`src/rtl/gold_pe_port.sv`:
```
// gold_pe_port: router-side endpoint of the PE interface. Sources the phase
// signal, buffers PE injections per VC for the router core, and buffers core
// ejections per VC for delivery back to the PE.
module gold_pe_port #(
    parameter int unsigned DW = 64,
    parameter int unsigned CW = 16
) (
    input  logic          clk,
    input  logic          reset,
    output logic          polarity,
    input  logic          pesi,
    output logic          peri,
    input  logic [DW-1:0] pedi,
    output logic          peso,
    input  logic          pero,
    output logic [DW-1:0] pedo,
    output logic          inj_valid,
    input  logic          inj_ready,
    output logic [DW-1:0] inj_data,
    input  logic          ej_valid,
    input  logic [DW-1:0] ej_data,
    output logic [1:0]    ej_ready,
    output logic          err_vc,
    output logic [CW-1:0] inj_cnt,
    output logic [CW-1:0] ej_cnt
);

    logic                 pol_q;
    logic [1:0]           inj_full_q, inj_full_d;
    logic [1:0][DW-1:0]   inj_buf_q, inj_buf_d;
    logic [1:0]           ej_full_q, ej_full_d;
    logic [1:0][DW-1:0]   ej_buf_q, ej_buf_d;
    logic                 peso_q, peso_d;
    logic [DW-1:0]        pedo_q, pedo_d;
    logic                 err_q, err_d;
    logic [CW-1:0]        inj_cnt_q, inj_cnt_d;
    logic [CW-1:0]        ej_cnt_q, ej_cnt_d;

    logic                 inj_vc;
    logic                 accept;
    logic                 vc_ok;
    logic                 drain;
    logic                 ej_vc;
    logic                 ej_wr;
    logic                 deliver;

    // Handshake decode; everything seen by the PE/core derives from registers and phase only
    always_comb begin
        inj_vc    = ~pol_q;
        peri      = ~inj_full_q[inj_vc];
        inj_valid = inj_full_q[pol_q];
        inj_data  = inj_buf_q[pol_q];
        ej_ready  = ~ej_full_q;
        accept    = pesi & peri;
        vc_ok     = (pedi[DW-1] == inj_vc);
        drain     = inj_valid & inj_ready;
        ej_vc     = ej_data[DW-1];
        ej_wr     = ej_valid & ~ej_full_q[ej_vc];
        deliver   = pero & ej_full_q[pol_q];
    end

    // Next-state for buffers, output registers, error flag and counters
    always_comb begin
        inj_full_d = inj_full_q;
        inj_buf_d  = inj_buf_q;
        ej_full_d  = ej_full_q;
        ej_buf_d   = ej_buf_q;
        peso_d     = 1'b0;
        pedo_d     = '0;
        err_d      = err_q;
        inj_cnt_d  = inj_cnt_q;
        ej_cnt_d   = ej_cnt_q;

        // Drain targets VC pol_q, accept targets VC ~pol_q: never the same entry
        if (drain) begin
            inj_full_d[pol_q] = 1'b0;
        end
        if (accept) begin
            if (vc_ok) begin
                inj_full_d[inj_vc] = 1'b1;
                inj_buf_d[inj_vc]  = pedi;
                inj_cnt_d          = inj_cnt_q + CW'(1);
            end else begin
                err_d = 1'b1;
            end
        end

        // Write needs an empty entry and delivery a full one, so they never collide
        if (ej_wr) begin
            ej_full_d[ej_vc] = 1'b1;
            ej_buf_d[ej_vc]  = ej_data;
        end
        if (deliver) begin
            peso_d           = 1'b1;
            pedo_d           = ej_buf_q[pol_q];
            ej_full_d[pol_q] = 1'b0;
            ej_cnt_d         = ej_cnt_q + CW'(1);
        end
    end

    // State registers with asynchronous active-low reset
    always_ff @(posedge clk or negedge reset) begin
        if (!reset) begin
            pol_q      <= 1'b0;
            inj_full_q <= '0;
            inj_buf_q  <= '0;
            ej_full_q  <= '0;
            ej_buf_q   <= '0;
            peso_q     <= 1'b0;
            pedo_q     <= '0;
            err_q      <= 1'b0;
            inj_cnt_q  <= '0;
            ej_cnt_q   <= '0;
        end else begin
            pol_q      <= ~pol_q;
            inj_full_q <= inj_full_d;
            inj_buf_q  <= inj_buf_d;
            ej_full_q  <= ej_full_d;
            ej_buf_q   <= ej_buf_d;
            peso_q     <= peso_d;
            pedo_q     <= pedo_d;
            err_q      <= err_d;
            inj_cnt_q  <= inj_cnt_d;
            ej_cnt_q   <= ej_cnt_d;
        end
    end

    // Registered outputs
    always_comb begin
        polarity = pol_q;
        peso     = peso_q;
        pedo     = pedo_q;
        err_vc   = err_q;
        inj_cnt  = inj_cnt_q;
        ej_cnt   = ej_cnt_q;
    end

endmodule

```
`config.mk`:
```
export PLATFORM = sky130hd
export DESIGN_NAME = gold_pe_port
export DESIGN_NICKNAME = d
export VERILOG_FILES = /design/src/rtl/gold_pe_port.sv
export SDC_FILE = /design/constraint.sdc
export NUM_CORES = 1
export LEC_CHECK = 0
export BUFFER_PORTS_ARGS = -buffer_cell sky130_fd_sc_hd__buf_2
export CORE_MARGIN = 8
export CORE_UTILIZATION = 55
export CTS_CLUSTER_DIAMETER = 30
export DETAILED_ROUTE_END_ITERATION = 10
export GPL_TIMING_DRIVEN = 0
export PLACE_DENSITY_LB_ADDON = 0.08
export SLEW_MARGIN = 5
export SYNTH_ARGS = -nofsm -noshare
export SYNTH_HDL_FRONTEND = slang
export SYNTH_SLANG_ARGS = --single-unit
```
`constraint.sdc`:
```
create_clock -name clk -period 4.7 [get_ports clk]
set_input_delay 0.235 -clock clk [delete_from_list [all_inputs] [get_ports clk]]
set_output_delay 0.235 -clock clk [all_outputs]
set_load 0.02 [all_outputs]
```
==> results of run 1 <==
[cell families (layout without fill, tap and decap cells)]
kind of cell,after synthesis,in the layout,synth area share
AOI/OAI and AO/OA,9,9,0.003939
xor gates and xnor gates,31,31,0.01858
adders and majority gates,2,2,0.001712
buffers and inverters,72,630,0.02398
DFF,359,359,0.6148
muxes,258,258,0.1940
other,0,3,0
and+or+nand+nor,507,507,0.1430
[registers in the layout, indices dropped and copies added (netlist names)]
register    count
ej_buf_q      128
inj_buf_q     128
pedo           64
ej_cnt         16
inj_cnt        16
ej_full_q       2
inj_full_q      2
err_vc          1
peso            1
polarity        1
[synthesized netlist by cell type (all sizes together)]
library cell / count
nand2: 396
dfrtp: 359
mux2: 192
nor2: 69
mux2i: 66
buf: 62
xnor2: 19
xor2: 12
nand4: 9
inv: 7
nand3: 7
a21oi: 3
clkbuf: 3
nand2b: 3
nor3: 3
nor4: 3
o21ai: 3
and2: 2
and3: 2
and4bb: 2
ha: 2
nand4bb: 2
nor3b: 2
nor4b: 2
a211oi: 1
a21o: 1
a31o: 1
and4: 1
nor2b: 1
nor4bb: 1
or2: 1
or3: 1
[report_power, final]
group / switching (mW) / leakage, nW / total, mW / internal (mW)
logic: 0.880 / 5.10 / 1.64 / 0.757
registers: 0.341 / 4.45 / 4.03 / 3.69
clock network: 1.60 / 1.19 / 5.02 / 3.42
total: 2.82 / 10.7 / 10.7 / 7.87
[critical path: cells and delay by family (launching register included)]
kind	cells	cell delay (ps)
buffers and inverters	4	1000
muxes	1	370
DFF	1	340
[cell type report]
cell class	instances	area (µm²)
fillers	1598	5672
clock buffers	96	2073
well taps	335	419.2
diodes	3	7.507
plain buffers	65	324.1
repair buffers	432	2885
flip-flops and latches	359	8984
multi-input cells	807	5279
clock inverters	30	389.1
inverters	7	26.28
[how the worst min path moves through the flow]
stage | start | to | cells past startpoint
after floorplan | reset | ej_buf_q[0] | 0
after global placement | pedi[54] | inj_buf_q[118] | 3
after detailed placement | reset | inj_buf_q[79] | 1
after CTS | pero | ej_full_q[0] | 3
after global routing | pero | ej_full_q[0] | 3
final | pero | ej_full_q[0] | 3
[per-layer routing]
layer | up-vias | routed length (µm) | global-route usage
li1 | 5077 | - | -
met1 | 5393 | 15820 | 0.3025
met2 | 337 | 18900 | 0.3983
met3 | 81 | 2834 | 0.06550
met4 | 4 | 1111 | 0.09680
met5 | - | 25 | 0
[per-stage QoR]
step | cell area (µm²) | instances | worst slack, ps
floorplan | 14610 | 1238 | 3017
global placement | 16530 | 1873 | -3540
detailed placement | 16630 | 1876 | 2686
CTS | 20380 | 2131 | 2146
global route | 20380 | 2133 | 2079
finish | 20390 | 2134 | 2190
[repair_timing]
action / CTS / global route
hold buffers: 129 / 0
endpoints found under the setup margin: 0 / 0
endpoints found under the hold margin: 329 / 0
==> flow_metrics.tcl, run 1 <==
set metrics [dict create \
    clock_skew_ps 18.55 \
    start_kind "flip-flop" \
    cts_buffers 71 \
    grt-ovfl-total 0 \
    clock_latency_ps 550 \
    p_per_area_nw_per_um2 524.4 \
    synth_cells 1238 \
    fp.dieH_um 179 \
    synth_nets 1374 \
    portBuffers 300 \
    worst_r2r_endpoint "pedo[39]" \
    post_cts_buffers 0 \
    final_util 0.7824 \
    drt-initial-drc-count 630 \
    synth_area_leaders "dfrtp_1, mux2_2, nand2_1" \
    hold_viol_final 0 \
    maxCapViolCount 0 \
    area_delta_synth_final_pct 39.52 \
    firstDrtPassIters 5 \
    initial_utilization 0.5608 \
    rsz0062_at_grt "no" \
    root_buffer "clkbuf_16" \
    r2r_cells 6 \
    holdCritPathClass "in -> reg" \
    clk_pin_slew_worst_paths_ps 50 \
    crit_chain "buf_4 > buf_2 > buf_2 > mux2_2 > buf_2" \
    antenna_found_initial 4 \
    fmax_ghz 0.3983 \
    layout-drive-gt1-share 0.3781 \
    final_net_count 1879 \
    r2r_start "polarity" \
    status "completed" \
    syn_area_um2 14610 \
    ys_seq_area_frac 0.6148 \
    rows 59 \
    finalCritPeriodShare 0.5341 \
    crit_start "polarity" \
    worst_pin_slew_ps 617.3 \
    fin_crit_ps 2510 \
    die_x_um 179 \
    max-slew-margin-rel 0.5885 \
    drt-total-wl_mm 38.69 \
    dp_hpwl_mm 24.73 \
    leakage_nw 10.74 \
    slowest_stage "buf_2" \
    drtAntennaViolNets 0 \
    vias 10890 \
    crit_type "reg -> out" \
    cts_sinks 359 \
    slew_viol_final 0 \
    drc 0 \
    arrival_ps 2280 \
    timing.critical_path.mode_cell "buf_2" \
    cp_slowest_stage_delay_ps 380 \
    grt_pass1_wl_mm 61.38 \
    fin_setup_tns_ps 0 \
    synth_cell_types 40 \
    crit_end "inj_data[63]" \
    reg2reg_slack_ps 2640 \
    tritoncts "done" \
    grtUsageTotal 0.2429 \
    htree_levels 3 \
    final_common_cell "nand2_1" \
    layout_common_cells "nand2_1, dfrtp_1, buf_2" \
    syn_area_per_cell_um2 11.80 \
    ys_ff_latch 359 \
    via_per_inst 5.104 \
    wl_per_cell_um 18.13 \
    worstPathRequired_ps 4470 \
    first_global_vias 11720 \
    design.die.area_um2 32040 \
    grt_max_degree 117 \
    core_area_um2 26060 \
    fin_total_pwr_mw 10.69 \
    end_kind "output pin" \
    synth_top_area_frac 0.6148 \
    synth_top_area_cell "dfrtp_1" \
    cts_resized 0 \
    clk_path_buf_depth 3 \
    crit_fanout 10 \
    vdd_drop_max_uv 355.3 \
    setup_violations 0 \
    io_pins 301 \
    whs_ps 79.94 \
    yosysWarnings 0 \
    gp_congestion 0.7812 \
]
Power figures use the tool's default switching activity.
==> run 2, diff against run 1 <==
--- a/config.mk
+++ b/config.mk
@@ -7,7 +7,7 @@
 export LEC_CHECK = 0
 export BUFFER_PORTS_ARGS = -buffer_cell sky130_fd_sc_hd__buf_2
 export CORE_MARGIN = 8
-export CORE_UTILIZATION = 55
+export CORE_UTILIZATION = 49
 export CTS_CLUSTER_DIAMETER = 30
 export DETAILED_ROUTE_END_ITERATION = 10
 export GPL_TIMING_DRIVEN = 0
==> constraint.sdc (replaced) <==
create_clock -name clk -period 2.1 [get_ports clk]
set_input_delay 0.105 -clock clk [delete_from_list [all_inputs] [get_ports clk]]
set_output_delay 0.105 -clock clk [all_outputs]
set_load 0.02 [all_outputs]
==> run 2 against run 1 <==
  * Sequential share of layout area is 0.70 points lower
  * Worst hold slack better by 10 ps
  * Critical path depth is 1 lower
  * Clock skew is 5.2 ps lower
  * Design area is 1.6% higher
  * Global-route usage is 3.0 points lower
  * Clock power is 140% higher
  * Critical path type unchanged
==> flow_metrics.tcl, run 2 (same netlist as run 1, synthesis figures left out) <==
set metrics [dict create \
    end_kind "output pin" \
    firstDrtPassIters 7 \
    cts_sinks 359 \
    first_global_vias 11640 \
    htree_levels 3 \
    whs_ps 90.44 \
    start_kind "flip-flop" \
    arrival_ps 1920 \
    fin_crit_ps 2022 \
    multi_input_area_um2 5279 \
    p_comb_frac 0.145 \
    grtUsageTotal 0.2129 \
    drtAntennaViolNets 0 \
    crit_type "reg -> out" \
    grt_max_degree 101 \
    initial_utilization 0.4957 \
    seqPwrFrac 0.363 \
    vdd_drop_max_uv 964.0 \
    sw_frac_of_total 0.2579 \
    die_x_um 188.7 \
    worst_pin_slew_ps 629.3 \
    drt-total-wl_mm 37.56 \
    cts_buffers 77 \
    hold_viol_final 0 \
    design.die.area_um2 35600 \
    grt-ovfl-total 0 \
    dp_hpwl_mm 24.95 \
    layout-drive-gt1-share 0.3780 \
    slew_viol_final 0 \
    worstPathRequired_ps 2000 \
    clk_path_buf_depth 3 \
    tritoncts "done" \
    rows 63 \
    antenna_found_initial 2 \
    final-seq-area_um2 8984 \
    portBuffers 300 \
    fin_setup_tns_ps 0 \
    design_area_um2 20720 \
    fin_ws_ps 77.84 \
    max-slew-margin-rel 0.5770 \
    status "completed" \
    via_per_inst 4.898 \
    leakage_nw 10.89 \
    fp.dieH_um 188.7 \
    setup_violations 0 \
    maxCapViolCount 0 \
    core_area_um2 29480 \
    crit_fanout 16 \
    final_common_cell "nand2_1" \
    pre_cts_slack_ps 111.2 \
    grt_pass1_wl_mm 61.69 \
    post_cts_buffers 0 \
    clock_latency_ps 560 \
    io_pins 301 \
    p_sw_mw 6.404 \
    clock_skew_ps 13.38 \
    wl_per_cell_um 17.09 \
    p_int_mw 18.42 \
    clkPwrFrac 0.492 \
    holdCritPathClass "in -> async" \
    clk_pin_slew_worst_paths_ps 50 \
    p_per_area_nw_per_um2 1199 \
    finalCritPeriodShare 0.9629 \
    placed_cell_area_um2 16690 \
    fmax_ghz 0.4945 \
    fill_cells 2149 \
    drc 0 \
    root_buffer "clkbuf_16" \
    gp_congestion 0.8112 \
    drt-initial-drc-count 441 \
    rsz0062_at_grt "yes" \
    area_delta_synth_final_pct 41.77 \
    layout_common_cells "nand2_1, dfrtp_1, buf_2" \
    vias 10760 \
    final_net_count 1886 \
]
==> run 2: per-layer routing <==
layer  track usage  part of all wire  vias to the layer above
li1              -                 -                     5104
met1        0.2657              0.42                     5277
met2        0.3474              0.48                      314
met3       0.06617             0.077                       66
met4       0.07246             0.022                        0
met5             0                 0                        -
==> run 2: per-stage QoR <==
step | utilization | power [mW] | cells
finish | 0.7027 | 24.83 | 2197
global route | 0.7026 | 25.97 | 2196
CTS | 0.7022 | 25.09 | 2194
detailed placement | 0.5663 | 12.52 | 1931
global placement | 0.5632 | 12.39 | 1928
floorplan | - | 11.18 | 1238
==> run 2: what timing repair did <==
action	4_1_cts	5_1_grt
resized for setup	10	2
hold buffers	131	0
endpoints found under the hold margin	329	0
cloned	0	0
setup endpoints to repair	65	105
==> run 2: critical path, cell delays in order (launching register included) <==
cell     delay (ps)
dfrtp_1         350
buf_6           220
buf_4           250
mux2_2          370
buf_2           160
==> run 2: cell type report <==
| type | count | share of cell area |
|---|---|---|
| diodes | 3 | 0.0003624 |
| plain buffers | 64 | 0.01709 |
| clock buffers | 101 | 0.1047 |
| clock inverters | 32 | 0.02434 |
| inverters | 7 | 0.001268 |
| multi-input cells | 807 | 0.2548 |
| flip-flops and latches | 359 | 0.4337 |
| well taps | 390 | 0.02356 |
| repair buffers | 434 | 0.1402 |
==> run 2: power by group through the flow <==
stage               clock [mW]  sequential, mW  combinational (mW)
floorplan                    0            9.20                1.99
detailed placement           0            9.09                3.43
CTS                       12.4            9.00                3.66
global route              12.8            9.17                3.97
finish                    12.2            9.00                3.61
global placement             0            9.04                3.35
==> run 2: worst paths after layout <==
kind / cells after the start / from / slack, ps / to
max: 4 / polarity / 80 / inj_data[7]
min: 2 / reset / 90 / inj_buf_q[79]
max reg2reg: 6 / polarity / 160 / pedo[61]
min reg2reg: 1 / inj_buf_q[127] / 460 / inj_buf_q[127]
max in group asynchronous: 4 / reset / 660 / ej_cnt[9]
min in group clk: 4 / ej_data[63] / 160 / ej_buf_q[0]
